<file path="src/rtl/tdm_mux_8_1.sv">
// tdm_mux_8_1: 8:1 time-division multiplexer feeding a 1:8 demux.
// Takes one 8-channel frame per handshake and emits one channel per clock on D
// together with the select code {a,b,c} = channel index.
// Optional build macro TDM_MUX_MASK_EN adds a per-frame channel enable mask.
module tdm_mux_8_1 #(
    parameter int WIDTH = 1,
    parameter int GAP   = 0
) (
    input  logic               clk,
    input  logic               rst_n,
    input  logic [8*WIDTH-1:0] din,
    input  logic               in_valid,
`ifdef TDM_MUX_MASK_EN
    input  logic [7:0]         ch_mask,
`endif
    output logic               in_ready,
    output logic [WIDTH-1:0]   D,
    output logic               a,
    output logic               b,
    output logic               c,
    output logic               d_valid,
    output logic               frame_start,
    output logic               busy
);

    typedef enum logic [1:0] {IDLE, SEND, GAPW} state_t;

    localparam int CW = (GAP > 1) ? $clog2(GAP) : 1;
    localparam logic [CW-1:0] GAP_LD = CW'((GAP > 0) ? GAP - 1 : 0);

    state_t               state_q, state_d;
    logic [2:0]           ch_q, ch_d;
    logic [CW-1:0]        cnt_q, cnt_d;
    logic [8*WIDTH-1:0]   buf_q, buf_d;
    logic [WIDTH-1:0]     d_q, d_d;
    logic [2:0]           sel_q, sel_d;
    logic                 dv_q, dv_d;
    logic                 fs_q, fs_d;
    logic [7:0]           ld_mask;

`ifdef TDM_MUX_MASK_EN
    logic [7:0] mask_q, mask_d;
    assign ld_mask = ch_mask;
`else
    // Every channel is always enabled; the scan logic collapses to a plain counter.
    logic [7:0] mask_q;
    assign mask_q  = 8'hFF;
    assign ld_mask = 8'hFF;
`endif

    logic [2:0] last_ch, nxt_ch, ld_first;
    logic       ld_any, accept, do_exit;

    // Channel scan: highest enabled, next enabled above ch, first enabled in new mask.
    always_comb begin
        last_ch  = 3'd0;
        nxt_ch   = ch_q;
        ld_first = 3'd0;
        for (int k = 0; k < 8; k++)
            if (mask_q[k]) last_ch = 3'(k);
        for (int k = 7; k >= 0; k--) begin
            if (mask_q[k] && k > int'(ch_q)) nxt_ch = 3'(k);
            if (ld_mask[k]) ld_first = 3'(k);
        end
        ld_any = |ld_mask;
    end

    // Ready only in IDLE, or on the last channel of a frame when frames may abut.
    always_comb begin
        in_ready = rst_n && ((state_q == IDLE) ||
                   (GAP == 0 && state_q == SEND && ch_q == last_ch));
    end

    assign accept = in_valid && in_ready;

    // Next-state and registered-output computation.
    always_comb begin
        state_d = state_q;
        ch_d    = ch_q;
        cnt_d   = cnt_q;
        buf_d   = buf_q;
        d_d     = d_q;
        sel_d   = sel_q;
        dv_d    = 1'b0;
        fs_d    = 1'b0;
        do_exit = 1'b0;
`ifdef TDM_MUX_MASK_EN
        mask_d  = mask_q;
`endif
        if (accept) begin
            buf_d = din;
`ifdef TDM_MUX_MASK_EN
            mask_d = ld_mask;
`endif
            if (ld_any) begin
                state_d = SEND;
                ch_d    = ld_first;
                sel_d   = ld_first;
                d_d     = din[ld_first*WIDTH +: WIDTH];
                dv_d    = 1'b1;
                fs_d    = 1'b1;
            end else begin
                do_exit = 1'b1;
            end
        end else begin
            case (state_q)
                SEND: begin
                    if (ch_q != last_ch) begin
                        ch_d  = nxt_ch;
                        sel_d = nxt_ch;
                        d_d   = buf_q[nxt_ch*WIDTH +: WIDTH];
                        dv_d  = 1'b1;
                    end else begin
                        do_exit = 1'b1;
                    end
                end
                GAPW: begin
                    if (cnt_q == '0) state_d = IDLE;
                    else             cnt_d   = cnt_q - 1'b1;
                end
                default: ;
            endcase
        end
        if (do_exit) begin
            if (GAP > 0) begin
                state_d = GAPW;
                cnt_d   = GAP_LD;
            end else begin
                state_d = IDLE;
            end
        end
    end

    // State and output registers with synchronous reset.
    always_ff @(posedge clk) begin
        if (!rst_n) begin
            state_q <= IDLE;
            ch_q    <= '0;
            cnt_q   <= '0;
            buf_q   <= '0;
            d_q     <= '0;
            sel_q   <= '0;
            dv_q    <= 1'b0;
            fs_q    <= 1'b0;
`ifdef TDM_MUX_MASK_EN
            mask_q  <= '0;
`endif
        end else begin
            state_q <= state_d;
            ch_q    <= ch_d;
            cnt_q   <= cnt_d;
            buf_q   <= buf_d;
            d_q     <= d_d;
            sel_q   <= sel_d;
            dv_q    <= dv_d;
            fs_q    <= fs_d;
`ifdef TDM_MUX_MASK_EN
            mask_q  <= mask_d;
`endif
        end
    end

    assign D           = d_q;
    assign a           = sel_q[2];
    assign b           = sel_q[1];
    assign c           = sel_q[0];
    assign d_valid     = dv_q;
    assign frame_start = fs_q;
    assign busy        = (state_q != IDLE);

endmodule

</file>
<file path="config.mk">
export PLATFORM = sky130hd
export DESIGN_NAME = tdm_mux_8_1
export DESIGN_NICKNAME = d
export VERILOG_FILES = /design/src/rtl/tdm_mux_8_1.sv
export SDC_FILE = /design/constraint.sdc
export NUM_CORES = 1
export LEC_CHECK = 0
export BUFFER_PORTS_ARGS = -buffer_cell sky130_fd_sc_hd__buf_4
export CORE_AREA = 2 2 39 41
export CTS_BUF_LIST = sky130_fd_sc_hd__clkbuf_4 sky130_fd_sc_hd__clkbuf_8
export DETAILED_ROUTE_END_ITERATION = 8
export DIE_AREA = 0 0 41 43
export GPL_TIMING_DRIVEN = 0
export PLACE_DENSITY = 0.77
export SYNTH_ARGS = -nofsm -noshare
export SYNTH_HDL_FRONTEND = slang
export SYNTH_SLANG_ARGS = --single-unit
</file>
<file path="constraint.sdc">
create_clock -name clk -period 1.6 [get_ports clk]
set_input_delay 0.32 -clock clk [delete_from_list [all_inputs] [get_ports clk]]
set_output_delay 0.32 -clock clk [all_outputs]
set_load 0.1 [all_outputs]
</file>
Yosys cells after proc, flatten, opt, wreduce, memory -nomap -nowiden. Index checks and enable logic that the tools add are counted.

Add/sub/neg operators: 0. Multiply operators: 0. Divide/modulo/power cells: 0. Magnitude comparators: 7. Equal/unequal tests: 2. Shift operators: 1. Muxes and demuxes: 18. Bitwise operators: 1. Reductions and logical operators: 11.

Operators by type and width (number): two-way mux 3 bit (7); > comparator 3 bit, first input constant (4); two-way mux 1 bit (11); variable part select 8 x 4 -> 1 bit (1); > comparator 2 x 3 -> 1 bit, first input constant (2); AND reduction 2 bit (2); nonzero test 2 bit (2); OR reduction 2 bit (2); equality test 3 bit, second input constant (1); > comparator 1 x 3 -> 1 bit, first input constant (1); logical AND 1 bit (3); inequality test 3 bit, second input constant (1); logical NOT 2 bit (1); logical OR 1 bit (1); NOT 1 bit (1).

Flip-flop bits (word level): 15. Latch bits: 0. Bits in writable memories: 0. Memory bits (read-only): 0. Input bits: 11. Output and inout bits: 8. Memories: 0.

Longest topological paths before layout.
Depth in word-level cells: 12. Depth in mapped cells: 5. Depth with buffers taken out: 3.

Worst setup path before layout. No wires, ideal clock.

Path type: register to output. Start: register sel_q[1] (netlist name). End: output port in_ready. Arrival time: 2.320 ns. Path slack: -1.040 ns. Cell stages (with the launch flop): 6. Buffers on the path: 2. Path through: dfxtp_1 > buf_4 > nand3_1 > a21bo_2 > buf_6 > inv_1.

RTL lines: end, declared (line 16) `output logic in_ready,`.

==> results.md <==
- Status: complete, no violations
- Worst-skew pair later-pin latency: between 0.2 and 0.3 ns
- Tcrit/Tclk final: 0.971
- Leakage: 0.366 nW
- Worst R2R Path Depth: 4
- Initial antenna violation count: 0
- Die X: 41 um
- Max Fclk: 0.644 GHz
- CP max stage delay: ~0.37 ns
- RR Startpoint: sel_q[1]
- DR WL/cell: 12.6 um
- CP bufs+invs: 2
- Crit path cell chain: nand3_4, a21bo_4, clkinvlp_4, buf_12
- Max IR drop VDD: about 670 uV
- Reg clk slew, reported paths: 0.08 ns
- CP max-delay cell: dfxtp_4
- Post-route ant nets: 0
- Post-synth top area share: 0.425
- Top_reg_cell synth: dfxtp_1
- Finished Layout Cells: 113
- PwrDens: 886 mW/mm^2
- Final Hold Violating Endpoints: 0
- Grt ovf: 0
- Via count: 596
- Arrival time at the worst endpoint: 1.23 ns
- Nets: 110
- Placed cell areas: 857 um^2
- N_diodes: 0
- Yosys warnings: 0
- Critical path peak fanout: 5
- Dominant cells by area after synthesis: dfxtp_1 (43%), nand2_1 (10%), o22ai_1 (6.6%)
- Vias/cell: around 5.3
- Unrepaired setup endpoints after global routing: false
- MaxCap Viol Count: 0
- Height of the die: approximately 43 um
- Tot Pwr: between 700 and 800 uW
- Cells after synthesis: 77
- Count of state elements after synthesis: 14
- HP Start: din[1]
- Placed cell count: between 100 and 150
- Routed WL: 1.43 mm
- Post-layout min period: ~1.6 ns
- Unique masters post-synth: 27
- Min-Delay Path Depth: 3
- First-pass GRT wire length: 2.33 mm
- Final Wtd Congestion: 0.800
- Critical path type: flop to primary output
- Post-synth ARST share: 0
- CTS tree: built
- TritonCTS Buffers: 3
- Core region area: 0.00138 mm^2
- GRT Total Usage: 0.194
- H-tree depth: 1
- Pre-CTS WS: 0.0570 ns
- Endpoints failing setup: 0
- I/O pin count: 19
- Largest net degree at the start of global routing: 13
- R2R Path End: D
- CP top delay family: flip-flops
- Detailed Place HPWL: approximately 960 um
- Row Count: 14
- Root Driver: clkbuf_4
- CP startpoint kind: flop
- Clock Tree Buf Depth: 2
- Data required time of the worst path: 1.28 ns
- Max-slew violations: 0
- Layout cell share with drive strength beyond 1: 0.361
- Die area: 0.00176 mm^2
- HP Class: primary input to flop
- Design area: 878 um^2
- Drt drc: 0
- Initial DRC Count: 16
- Fill cells: roughly 130
- Leading area contributor after synthesis: dfxtp_1
- Pre-antenna DRT Iters: 4
- Tightest Pin Transition: 0.427 ns
- Area Overhead vs Synth: 33.2%
- Clk sinks: 14
- CTS Hold Bufs: 0
- PortBufs: 18
- Register area share after synthesis: 0.425
- Max-Slew Margin vs Limit: 0.716
- CP endpoint kind: primary output
- Synth Net Count: 88
- Worst setup margin: 0.0471 ns
- Syn avg cell area: 8.56 um^2
- Cell area after synthesis: 659 um^2
- Initial Util: 0.476
- Hold EP: buf_q[1]
- Post-synth EDFFs: 0
- Skew final: 0.0102 ns
- Number of global-route vias before repair: 518
- Reg2reg setup slack: 0.23 ns
==> cells by family (layout without fill, tap and decap cells) <==
group,count (synthesis),after routing,synth area share
AOI/OAI and AO/OA,22,22,0.235
buffers and inverters,8,28,0.0759
DFF,14,14,0.425
muxes,2,2,0.0304
and+or+nand+nor,31,31,0.233
==> final cells by class <==
type,instances,area [um^2],area share
clock buffer,3,22.5,0.0256
sequential,14,295,0.336
multi-input combinational,55,348,0.396
tap,16,20.0,0.0228
buffer,2,7.51,0.00855
timing repair buffer,22,178,0.202
inverter,1,7.51,0.00855
==> how the worst max path moves through the flow <==
stage | cells past startpoint | endpoint | start
after floorplan | 5 | in_ready | sel_q[2]
after global placement | 6 | in_ready | sel_q[1]
after detailed placement | 6 | in_ready | sel_q[1]
after CTS | 4 | in_ready | sel_q[2]
after global routing | 4 | in_ready | sel_q[2]
final | 4 | in_ready | sel_q[2]
==> registers in the layout (all words and copies together) (netlist names) <==
signal / count
buf_q: 7
sel_q: 3
D: 1
d_valid: 1
frame_start: 1
state_q: 1
==> routing by layer <==
layer	wire length, um	GRT usage	vias to the layer above
met3	70	0.0314	2
met4	10	0.100	0
met5	0	0	-
li1	-	-	307
met2	663	0.259	19
met1	684	0.290	268
==> cells in the mapped netlist (2+ instances only) <==
cell type  number
a21boi_0        2
nand2_1        18
mux2i_1         2
o22ai_1         7
nand2b_1        2
o21ai_0         2
a21oi_1         3
o21a_1          2
buf_6           2
clkbuf_1        3
dfxtp_1        14
nor2b_1         5
==> power breakdown <==
part / switching [mW] / internal, mW
Sequential: 0.0158 / 0.367
Clock: 0.107 / 0.0872
Combinational: 0.133 / 0.0684
==> metrics by stage <==
step	utilization	hold WS, ns	setup TNS [ns]
after global placement	0.619	0.455	0
final	0.635	0.295	0
after floorplan	-	0.442	-0.141
after detailed placement	0.619	0.459	0
after CTS	0.629	0.292	0
after global routing	0.635	0.309	0
==> repair_timing <==
action	4_1_cts	5_1_grt
buffers inserted	3	1
pin swaps	0	1
endpoints found under the hold margin	0	0
gates resized for setup	4	0
cloned	0	0
endpoints found under the setup margin	1	1
==> placed cells by master (no fill, tap or decap), types with 2 or more instances in the layout <==
cell type and n:
nor2b_1 5, nand2_1 18, a21boi_0 2, dfxtp_4 4
o22ai_1 7, buf_4 21, o21a_1 2, dfxtp_1 10
a21oi_1 3, clkbuf_1 2, mux2i_1 2, nand2b_1 2
clkbuf_4 3, o21ai_0 2
==> worst register-to-register path, delay by kind of cell, from the launching register on <==
kind | cells | cell delay [ns]
AO/OA/AOI/OAI | 2 | 0.58
buffers and inverters | 1 | 0.17
flip-flops | 1 | 0.36
AND/OR/NAND/NOR | 1 | 0.16
Power figures use the tool's default switching activity.
